===== config.mk =====
export PLATFORM = sky130hd
export DESIGN_NAME = debug_controller_flat
export DESIGN_NICKNAME = d
export VERILOG_FILES = /design/src/rtl/debug_controller_if.sv /design/src/rtl/debug_controller.sv /design/src/flat_wrapper.sv
export SDC_FILE = /design/constraint.sdc
export NUM_CORES = 1
export LEC_CHECK = 0
export CAP_MARGIN = 20
export CORE_MARGIN = 2
export CORE_UTILIZATION = 40
export CTS_CLUSTER_SIZE = 20
export DETAILED_ROUTE_END_ITERATION = 6
export GPL_ROUTABILITY_DRIVEN = 0
export GPL_TIMING_DRIVEN = 0
export PLACE_DENSITY = 0.77
export SLEW_MARGIN = 20
export SYNTH_ARGS = -nofsm -noshare
export SYNTH_HDL_FRONTEND = slang
export SYNTH_SLANG_ARGS = --single-unit

===== constraint.sdc =====
create_clock -name i_clock -period 2.06 [get_ports i_clock]
set_clock_uncertainty 0.2 [all_clocks]
set_input_delay 0.309 -clock i_clock [delete_from_list [all_inputs] [get_ports i_clock]]
set_output_delay 0.309 -clock i_clock [all_outputs]
set_load 0.02 [all_outputs]

===== src/rtl/debug_controller_if.sv =====
// Signal bundle between debug_controller and the UART / MIPS pipeline.
// master = controller side, slave = UART, memories and pipeline side.
interface debug_controller_if #(
  parameter int unsigned DATA_WIDTH      = 32,
  parameter int unsigned DATA_WIDTH_UART = 8,
  parameter int unsigned IMEM_ADDR_W     = 6
);
  logic                       i_rx_done;
  logic [DATA_WIDTH_UART-1:0] i_rx_data;
  logic                       i_tx_available;
  logic                       i_tx_done;
  logic                       o_tx_signal;
  logic [DATA_WIDTH_UART-1:0] o_tx_data;
  logic                       o_imem_we;
  logic [IMEM_ADDR_W-1:0]     o_imem_addr;
  logic [DATA_WIDTH-1:0]      o_imem_data;
  logic                       o_cpu_enable;
  logic                       i_cpu_halt;
  logic [DATA_WIDTH-1:0]      i_pc;
  logic [4:0]                 o_reg_addr;
  logic [DATA_WIDTH-1:0]      i_reg_data;
  logic [4:0]                 o_mem_addr;
  logic [DATA_WIDTH-1:0]      i_mem_data;
  logic                       o_load_overflow;
  logic [3:0]                 o_state;

  modport master (
    input  i_rx_done, i_rx_data, i_tx_available, i_tx_done, i_cpu_halt, i_pc, i_reg_data,
           i_mem_data,
    output o_tx_signal, o_tx_data, o_imem_we, o_imem_addr, o_imem_data, o_cpu_enable,
           o_reg_addr, o_mem_addr, o_load_overflow, o_state
  );

  modport slave (
    output i_rx_done, i_rx_data, i_tx_available, i_tx_done, i_cpu_halt, i_pc, i_reg_data,
           i_mem_data,
    input  o_tx_signal, o_tx_data, o_imem_we, o_imem_addr, o_imem_data, o_cpu_enable,
           o_reg_addr, o_mem_addr, o_load_overflow, o_state
  );
endinterface


===== src/rtl/debug_controller.sv =====
// UART debug sequencer: program load, run/step control and PC/register/memory dump.
// Define DEBUG_STEP_EN to build the single-step command (0x01).
module debug_controller #(
  parameter int unsigned DATA_WIDTH      = 32,
  parameter int unsigned DATA_WIDTH_UART = 8,
  parameter int unsigned IMEM_ADDR_W     = 6,
  parameter int unsigned NREGS           = 32,
  parameter int unsigned NMEM            = 32,
  parameter logic [5:0]  HALT_OPCODE     = 6'b111111
) (
  input logic                i_clock,
  input logic                i_reset,
  debug_controller_if.master dbg
);
  localparam int unsigned BytesPerWord = DATA_WIDTH / DATA_WIDTH_UART;
  localparam int unsigned ByteCntW     = $clog2(BytesPerWord);
  localparam int unsigned IdxW         = 5;

  typedef enum logic [3:0] {
    StLoad    = 4'd0,
    StWaitCmd = 4'd1,
    StRun     = 4'd2,
`ifdef DEBUG_STEP_EN
    StStep    = 4'd3,
`endif
    StDumpPc  = 4'd4,
    StDumpReg = 4'd5,
    StDumpMem = 4'd6,
    StCapture = 4'd7,
    StSend    = 4'd8,
    StWaitTx  = 4'd9,
    StDone    = 4'd10,
    StImemWr  = 4'd11
  } state_e;

  typedef enum logic [1:0] {PhPc, PhReg, PhMem} phase_e;

  state_e                state_q, state_d;
  phase_e                phase_q;
  logic [DATA_WIDTH-1:0] word_q, tx_q;
  logic [ByteCntW-1:0]   byte_q;
  logic [IMEM_ADDR_W-1:0] addr_q;
  logic [IdxW-1:0]       idx_q;
  logic                  stop_q, overflow_q;
  logic                  last_byte, is_halt, addr_last, idx_last, cmd_run;

  assign last_byte = byte_q == ByteCntW'(BytesPerWord - 1);
  assign is_halt   = word_q[DATA_WIDTH-1 -: 6] == HALT_OPCODE;
  assign addr_last = &addr_q;
  assign idx_last  = (phase_q == PhReg) ? (idx_q == IdxW'(NREGS - 1)) :
                                          (idx_q == IdxW'(NMEM - 1));
  assign cmd_run   = dbg.i_rx_done && (dbg.i_rx_data == '0);

  always_ff @(posedge i_clock or negedge i_reset) begin
    if (!i_reset) state_q <= StLoad;
    else          state_q <= state_d;
  end

  always_comb begin
    state_d = state_q;
    unique case (state_q)
      StLoad:    if (dbg.i_rx_done && last_byte) state_d = StImemWr;
      StImemWr:  state_d = (is_halt || addr_last) ? StWaitCmd : StLoad;
      StWaitCmd: begin
        if (cmd_run) state_d = StRun;
`ifdef DEBUG_STEP_EN
        else if (dbg.i_rx_done && dbg.i_rx_data == DATA_WIDTH_UART'(1)) state_d = StStep;
`endif
      end
      StRun:     if (dbg.i_cpu_halt) state_d = StDumpPc;
`ifdef DEBUG_STEP_EN
      StStep:    state_d = StDumpPc;
`endif
      StDumpPc:  state_d = StSend;
      StDumpReg, StDumpMem: state_d = StCapture;
      StCapture: state_d = StSend;
      StSend:    if (dbg.i_tx_available) state_d = StWaitTx;
      StWaitTx: begin
        if (dbg.i_tx_done) begin
          if (!last_byte) begin
            state_d = StSend;
          end else begin
            unique case (phase_q)
              PhPc:    state_d = StDumpReg;
              PhReg:   state_d = idx_last ? StDumpMem : StDumpReg;
              default: state_d = !idx_last ? StDumpMem : (stop_q ? StDone : StWaitCmd);
            endcase
          end
        end
      end
      default:   state_d = state_q;
    endcase
  end

  // Datapath: word assembler, write address, dump index and transmit shifter.
  always_ff @(posedge i_clock or negedge i_reset) begin
    if (!i_reset) begin
      phase_q    <= PhPc;
      word_q     <= '0;
      tx_q       <= '0;
      byte_q     <= '0;
      addr_q     <= '0;
      idx_q      <= '0;
      stop_q     <= 1'b0;
      overflow_q <= 1'b0;
    end else begin
      unique case (state_q)
        StLoad: begin
          if (dbg.i_rx_done) begin
            word_q <= {dbg.i_rx_data, word_q[DATA_WIDTH-1:DATA_WIDTH_UART]};
            byte_q <= byte_q + 1'b1;
          end
        end
        StImemWr: begin
          addr_q <= addr_q + 1'b1;
          if (!is_halt && addr_last) overflow_q <= 1'b1;
        end
        StWaitCmd: if (cmd_run) stop_q <= 1'b1;
`ifdef DEBUG_STEP_EN
        StStep:    stop_q <= dbg.i_cpu_halt;
`endif
        StDumpPc: begin
          tx_q    <= dbg.i_pc;
          byte_q  <= '0;
          phase_q <= PhPc;
          idx_q   <= '0;
        end
        StCapture: tx_q <= (phase_q == PhReg) ? dbg.i_reg_data : dbg.i_mem_data;
        StWaitTx: begin
          if (dbg.i_tx_done) begin
            tx_q   <= tx_q >> DATA_WIDTH_UART;
            byte_q <= byte_q + 1'b1;
            if (last_byte) begin
              unique case (phase_q)
                PhPc: begin
                  phase_q <= PhReg;
                  idx_q   <= '0;
                end
                PhReg: begin
                  if (idx_last) begin
                    phase_q <= PhMem;
                    idx_q   <= '0;
                  end else begin
                    idx_q <= idx_q + 1'b1;
                  end
                end
                default: if (!idx_last) idx_q <= idx_q + 1'b1;
              endcase
            end
          end
        end
        default: ;
      endcase
    end
  end

  always_comb begin
    dbg.o_imem_we    = 1'b0;
    dbg.o_cpu_enable = 1'b0;
    dbg.o_tx_signal  = 1'b0;
    unique case (state_q)
      StImemWr: dbg.o_imem_we = 1'b1;
      // Enable drops in the very cycle halt is seen.
      StRun:    dbg.o_cpu_enable = !dbg.i_cpu_halt;
`ifdef DEBUG_STEP_EN
      StStep:   dbg.o_cpu_enable = 1'b1;
`endif
      StSend:   dbg.o_tx_signal = dbg.i_tx_available;
      default:  ;
    endcase
  end

  assign dbg.o_tx_data       = tx_q[DATA_WIDTH_UART-1:0];
  assign dbg.o_imem_addr     = addr_q;
  assign dbg.o_imem_data     = word_q;
  assign dbg.o_reg_addr      = (phase_q == PhReg) ? idx_q : '0;
  assign dbg.o_mem_addr      = (phase_q == PhMem) ? idx_q : '0;
  assign dbg.o_load_overflow = overflow_q;
  assign dbg.o_state         = state_q;
endmodule


===== src/flat_wrapper.sv =====
// flat-port wrapper written by rule: the top's interface ports become plain ports
module debug_controller_flat 
#(
  parameter int unsigned DATA_WIDTH      = 32,
  parameter int unsigned DATA_WIDTH_UART = 8,
  parameter int unsigned IMEM_ADDR_W     = 6,
  parameter int unsigned NREGS           = 32,
  parameter int unsigned NMEM            = 32,
  parameter logic [5:0]  HALT_OPCODE     = 6'b111111
)
  (i_clock, i_reset, dbg_i_rx_done, dbg_i_rx_data, dbg_i_tx_available, dbg_i_tx_done, dbg_i_cpu_halt, dbg_i_pc, dbg_i_reg_data, dbg_i_mem_data, dbg_o_tx_signal, dbg_o_tx_data, dbg_o_imem_we, dbg_o_imem_addr, dbg_o_imem_data, dbg_o_cpu_enable, dbg_o_reg_addr, dbg_o_mem_addr, dbg_o_load_overflow, dbg_o_state);
  debug_controller_if #(.DATA_WIDTH(DATA_WIDTH), .DATA_WIDTH_UART(DATA_WIDTH_UART), .IMEM_ADDR_W(IMEM_ADDR_W)) dbg_i ();
  input logic i_clock;
  input logic i_reset;
  input wire logic [$bits(dbg_i.i_rx_done)-1:0] dbg_i_rx_done;
  input wire logic [$bits(dbg_i.i_rx_data)-1:0] dbg_i_rx_data;
  input wire logic [$bits(dbg_i.i_tx_available)-1:0] dbg_i_tx_available;
  input wire logic [$bits(dbg_i.i_tx_done)-1:0] dbg_i_tx_done;
  input wire logic [$bits(dbg_i.i_cpu_halt)-1:0] dbg_i_cpu_halt;
  input wire logic [$bits(dbg_i.i_pc)-1:0] dbg_i_pc;
  input wire logic [$bits(dbg_i.i_reg_data)-1:0] dbg_i_reg_data;
  input wire logic [$bits(dbg_i.i_mem_data)-1:0] dbg_i_mem_data;
  output wire logic [$bits(dbg_i.o_tx_signal)-1:0] dbg_o_tx_signal;
  output wire logic [$bits(dbg_i.o_tx_data)-1:0] dbg_o_tx_data;
  output wire logic [$bits(dbg_i.o_imem_we)-1:0] dbg_o_imem_we;
  output wire logic [$bits(dbg_i.o_imem_addr)-1:0] dbg_o_imem_addr;
  output wire logic [$bits(dbg_i.o_imem_data)-1:0] dbg_o_imem_data;
  output wire logic [$bits(dbg_i.o_cpu_enable)-1:0] dbg_o_cpu_enable;
  output wire logic [$bits(dbg_i.o_reg_addr)-1:0] dbg_o_reg_addr;
  output wire logic [$bits(dbg_i.o_mem_addr)-1:0] dbg_o_mem_addr;
  output wire logic [$bits(dbg_i.o_load_overflow)-1:0] dbg_o_load_overflow;
  output wire logic [$bits(dbg_i.o_state)-1:0] dbg_o_state;
  assign dbg_i.i_rx_done = dbg_i_rx_done;
  assign dbg_i.i_rx_data = dbg_i_rx_data;
  assign dbg_i.i_tx_available = dbg_i_tx_available;
  assign dbg_i.i_tx_done = dbg_i_tx_done;
  assign dbg_i.i_cpu_halt = dbg_i_cpu_halt;
  assign dbg_i.i_pc = dbg_i_pc;
  assign dbg_i.i_reg_data = dbg_i_reg_data;
  assign dbg_i.i_mem_data = dbg_i_mem_data;
  assign dbg_o_tx_signal = dbg_i.o_tx_signal;
  assign dbg_o_tx_data = dbg_i.o_tx_data;
  assign dbg_o_imem_we = dbg_i.o_imem_we;
  assign dbg_o_imem_addr = dbg_i.o_imem_addr;
  assign dbg_o_imem_data = dbg_i.o_imem_data;
  assign dbg_o_cpu_enable = dbg_i.o_cpu_enable;
  assign dbg_o_reg_addr = dbg_i.o_reg_addr;
  assign dbg_o_mem_addr = dbg_i.o_mem_addr;
  assign dbg_o_load_overflow = dbg_i.o_load_overflow;
  assign dbg_o_state = dbg_i.o_state;
  debug_controller #(.DATA_WIDTH(DATA_WIDTH), .DATA_WIDTH_UART(DATA_WIDTH_UART), .IMEM_ADDR_W(IMEM_ADDR_W), .NREGS(NREGS), .NMEM(NMEM), .HALT_OPCODE(HALT_OPCODE)) u_core (.i_clock(i_clock), .i_reset(i_reset), .dbg(dbg_i));
endmodule

==> key figures <==
Final layout
  – Post-route cell area: between 7000 and 8000 um2
  – NumNets Final: a little under 800
  – Fin cells: 826
  – P&R area growth vs syn: 55.75%
  – Ant. Diodes: 0
  – Fillers: around 890
  – Share of cells above drive strength 1: 0.2259

Worst hold path
  – Hold Path Class: primary input to async pin

Die
  – Die Width: around 110 um
  – I/O Pins: 174
  – CORE AREA: around 11,000 um2
  – Die Span Y: 110.0 um
  – Area of the die: ~12,000 um2
  – Core Rows: 38
  – Initial Util: 0.4129

Routing
  – M1 WL: 5846 um
  – DR pass1 iterations: 4
  – Routed vias: roughly 4.4k
  – Vias/cell: 5.370
  – Initial DRC Count: 252
  – Met2 WL: around 7000 um
  – Highest Signal Layer: met4
  – Wire per inst: between 15 and 20 um
  – Antenna Violating Nets Remaining: 0
  – DR WL met3: 972 um
  – DRC Markers: 0
  – WL final: 14,150 um

Power and ir drop
  – Sequential power share: 0.498
  – Switching pwr: between 0.0008 and 0.0009 W
  – Combinational power share: 0.107
  – Peak supply drop: 542.1 uV
  – Pwr dens: 493.3 nW/um2
  – Clock network power share: 0.395
  – Sw Ratio: 0.2328
  – P_leak: between 3 and 4 nW
  – Pint: approximately 0.0026 W

Worst setup path
  – CP Max Fanout: 6
  – Number of cells on the worst reg-to-reg path: 5
  – Startpoint Class: primary input
  – Kind of critical path: primary input to register
  – CP Capture Type: register
  – Arr. time, crit path: 2.10 ns
  – R2R Path End: u_core.dbg.o_state[0]
  – Reg-to-Reg Start: u_core.dbg.o_state[0]
  – R2R Setup Slk: 0.02 ns
  – Critical Path RT: roughly 2.1 ns

Synthesis
  – Post-synth EDFFs: 0
  – Synthesis-stage register bit count: 85
  – Area share of the largest cell type after synthesis: 0.4731
  – Syn Area/Cell: between 9 and 10 um2
  – Most common flop cell mapped by yosys: dfrtp_1
  – Number of cells produced by synthesis: 478
  – Netlist cell types: 48
  – Ys async rst share: 1.000
  – Top post-synthesis cells by area: dfrtp_1 (47%), a21oi_1 (8.3%), mux2_2 (8.3%)
  – Post-synthesis sequential area ratio: 0.4731
  – Synth warn: 0
  – Post-Syn Area: 4496 um2
  – Synth area leader: dfrtp_1
  – Syn_nets: 593

Placement
  – Port bufs: around 170
  – Post-DP HPWL: between 10,000 and 15,000 um
  – Dpl cell area: between 6000 and 7000 um2
  – Dpl ws: -0.3217 ns
  – DP Cell Count: 792

Clock network
  – Clock Sinks: 85
  – Clock buffer depth: 2
  – CTS tree: yes
  – Clock slew at reported path FFs: about 0.1 ns
  – Total CTS buffers: 9
  – Clock latency at the later pin of the worst-skew pair: 0.36 ns
  – Root Buffer: clkbuf_8
  – H-tree level count: 3

Timing
  – Min cycle time layout: 2.044 ns
  – Worst slew margin: 0.7376
  – Worst-margin pin slew: 0.3936 ns
  – Crit share post-route: 0.9921
  – Final Worst Setup Slack: approximately 0.016 ns
  – Max-slew violation count: 0
  – Final Setup Violations: 0
  – Hold Fails Final Rpt: 0
  – Total Neg Setup Slack: 0 ns
  – RSZ-0062 raised after global routing: true
  – Fmax achieved: 489.3 MHz

GRT
  – Initial antenna violation count: 0
  – Largest net degree at the start of global routing: 60
  – Overall routing resource usage: 0.2344
  – Total grt overflow: 0
  – Number of global-route vias before repair: 4,476
  – First-pass GRT wire length: 21,890 um

Job
  – Max Cap Viol: 0

Outcome
  – Status: complete, no violations
[how the worst max path moves through the flow]
stage	start	to	slack (ns)	cells past startpoint
3_5_place_dp	dbg_i_tx_done	u_core.dbg.o_state[0]	-0.32	6
3_3_place_gp	i_reset	u_core.tx_q[1]	-2.46	1
5_1_grt	u_core.dbg.o_state[0]	u_core.dbg.o_state[0]	-0.04	5
4_1_cts	u_core.idx_q[0]	u_core.idx_q[3]	0.0003	7
2_1_floorplan	u_core.idx_q[1]	u_core.idx_q[3]	0.0004	7
6_report	dbg_i_tx_done	u_core.dbg.o_state[0]	0.02	6
[synth_stat cells, types with 2 or more instances]
cell type,count
clkbuf_1,7
nand3_1,9
nor4_1,2
inv_1,3
and3_1,2
o31ai_1,4
buf_6,3
a22o_1,2
nand2b_1,6
mux2_2,33
a21oi_1,75
a221oi_1,24
o21bai_1,2
dfrtp_1,85
buf_2,19
buf_4,9
nor2_1,40
o211ai_1,3
xnor2_1,4
a31oi_1,4
and2_1,11
nand2_1,79
nand4_1,7
a221o_1,3
o21ai_0,10
ha_1,5
nor2b_1,6
[state kept, by name, indices dropped and copies added, names as in the netlist]
register                    flops
u_core.stop_q                   1
u_core.phase_q                  2
u_core.idx_q                    5
u_core.dbg.o_load_overflow      1
u_core.dbg.o_imem_data         32
u_core.tx_q                    32
u_core.dbg.o_state              4
u_core.byte_q                   2
u_core.dbg.o_imem_addr          6
[power by group through the flow]
| stage | registers (W) | clock network (W) | logic (W) |
|---|---|---|---|
| 6_report | 0.00172 | 0.00136 | 0.000371 |
| 5_1_grt | 0.00172 | 0.00146 | 0.000402 |
| 4_1_cts | 0.00172 | 0.00138 | 0.000373 |
| 3_5_place_dp | 0.00175 | 0 | 0.000368 |
| 3_3_place_gp | 0.00175 | 0 | 0.000356 |
| 2_1_floorplan | 0.00174 | 0 | 0.0000873 |
[layout make-up]
cell class	count	area [um2]	share of cell area
multi-input combinational	352	2285	0.3263
sequential	85	2135	0.3049
timing repair buffer	192	1879	0.2684
buffer	38	290.3	0.04146
tap	140	175.2	0.02502
clock buffer	9	123.9	0.01769
clock inverter	7	102.6	0.01465
inverter	3	11.26	0.001608
[metal layers]
| metal | up-vias | GRT usage |
|---|---|---|
| li1 | 2120 | - |
| met1 | 2145 | 0.2976 |
| met2 | 153 | 0.4001 |
| met3 | 18 | 0.04762 |
| met4 | 0 | 0.07595 |
| met5 | - | 0 |
[what timing repair did]
item                       CTS  global route
gates cloned                 0             0
resized for setup           88            36
setup endpoints to repair   83            55
setup buffers                6            11
hold buffers                 1             0
pin swaps                    5             5
hold endpoints to repair    26             0
[cell families after synthesis]
family	Yosys count	share of synthesized area
AOI/OAI and AO/OA	139	0.1976
xor gates and xnor gates	5	0.009741
adders and majority gates	5	0.01392
buffers and inverters	41	0.05204
DFF	85	0.4731
muxes	33	0.08266
and+or+nand+nor	170	0.1709
[stage by stage]
stage	total power [W]	util	hold WS, ns
floorplan	0.001832	-	-0.1866
global placement	0.002106	0.5883	0.2594
detailed placement	0.002119	0.5906	0.05106
CTS	0.003475	0.6278	0.2049
global route	0.003587	0.6431	0.2463
finish	0.003454	0.6431	0.1964
[cells in the final DEF (no fill, tap or decap), types with 3 or more instances in the layout]
| master | instances |
|---|---|
| o211ai_1 | 3 |
| nor2b_4 | 3 |
| buf_6 | 8 |
| a31oi_1 | 3 |
| a21oi_1 | 75 |
| nand2b_1 | 6 |
| xnor2_1 | 4 |
| and2_1 | 10 |
| a221oi_1 | 22 |
| clkdlybuf4s50_1 | 158 |
| dfrtp_2 | 6 |
| nand3_2 | 3 |
| nand2_1 | 77 |
| o31ai_1 | 3 |
| clkbuf_8 | 10 |
| o21ai_0 | 7 |
| nand4_1 | 7 |
| clkbuf_4 | 4 |
| clkbuf_2 | 4 |
| clkdlybuf4s15_2 | 6 |
| o21ai_2 | 3 |
| nor2b_1 | 4 |
| mux2_2 | 33 |
| dfrtp_1 | 79 |
| nor2_1 | 39 |
| buf_2 | 13 |
| buf_4 | 32 |
| inv_6 | 3 |
| nand3_1 | 6 |
| ha_4 | 3 |
| a221o_1 | 3 |
[critical path: stages]
cell	delay [ns]
clkdlybuf4s50_1	0.64
nand2b_1	0.15
o32ai_1	0.06
a221o_1	0.37
a31o_1	0.24
a221o_1	0.32
(Power assumes the default switching activity.)
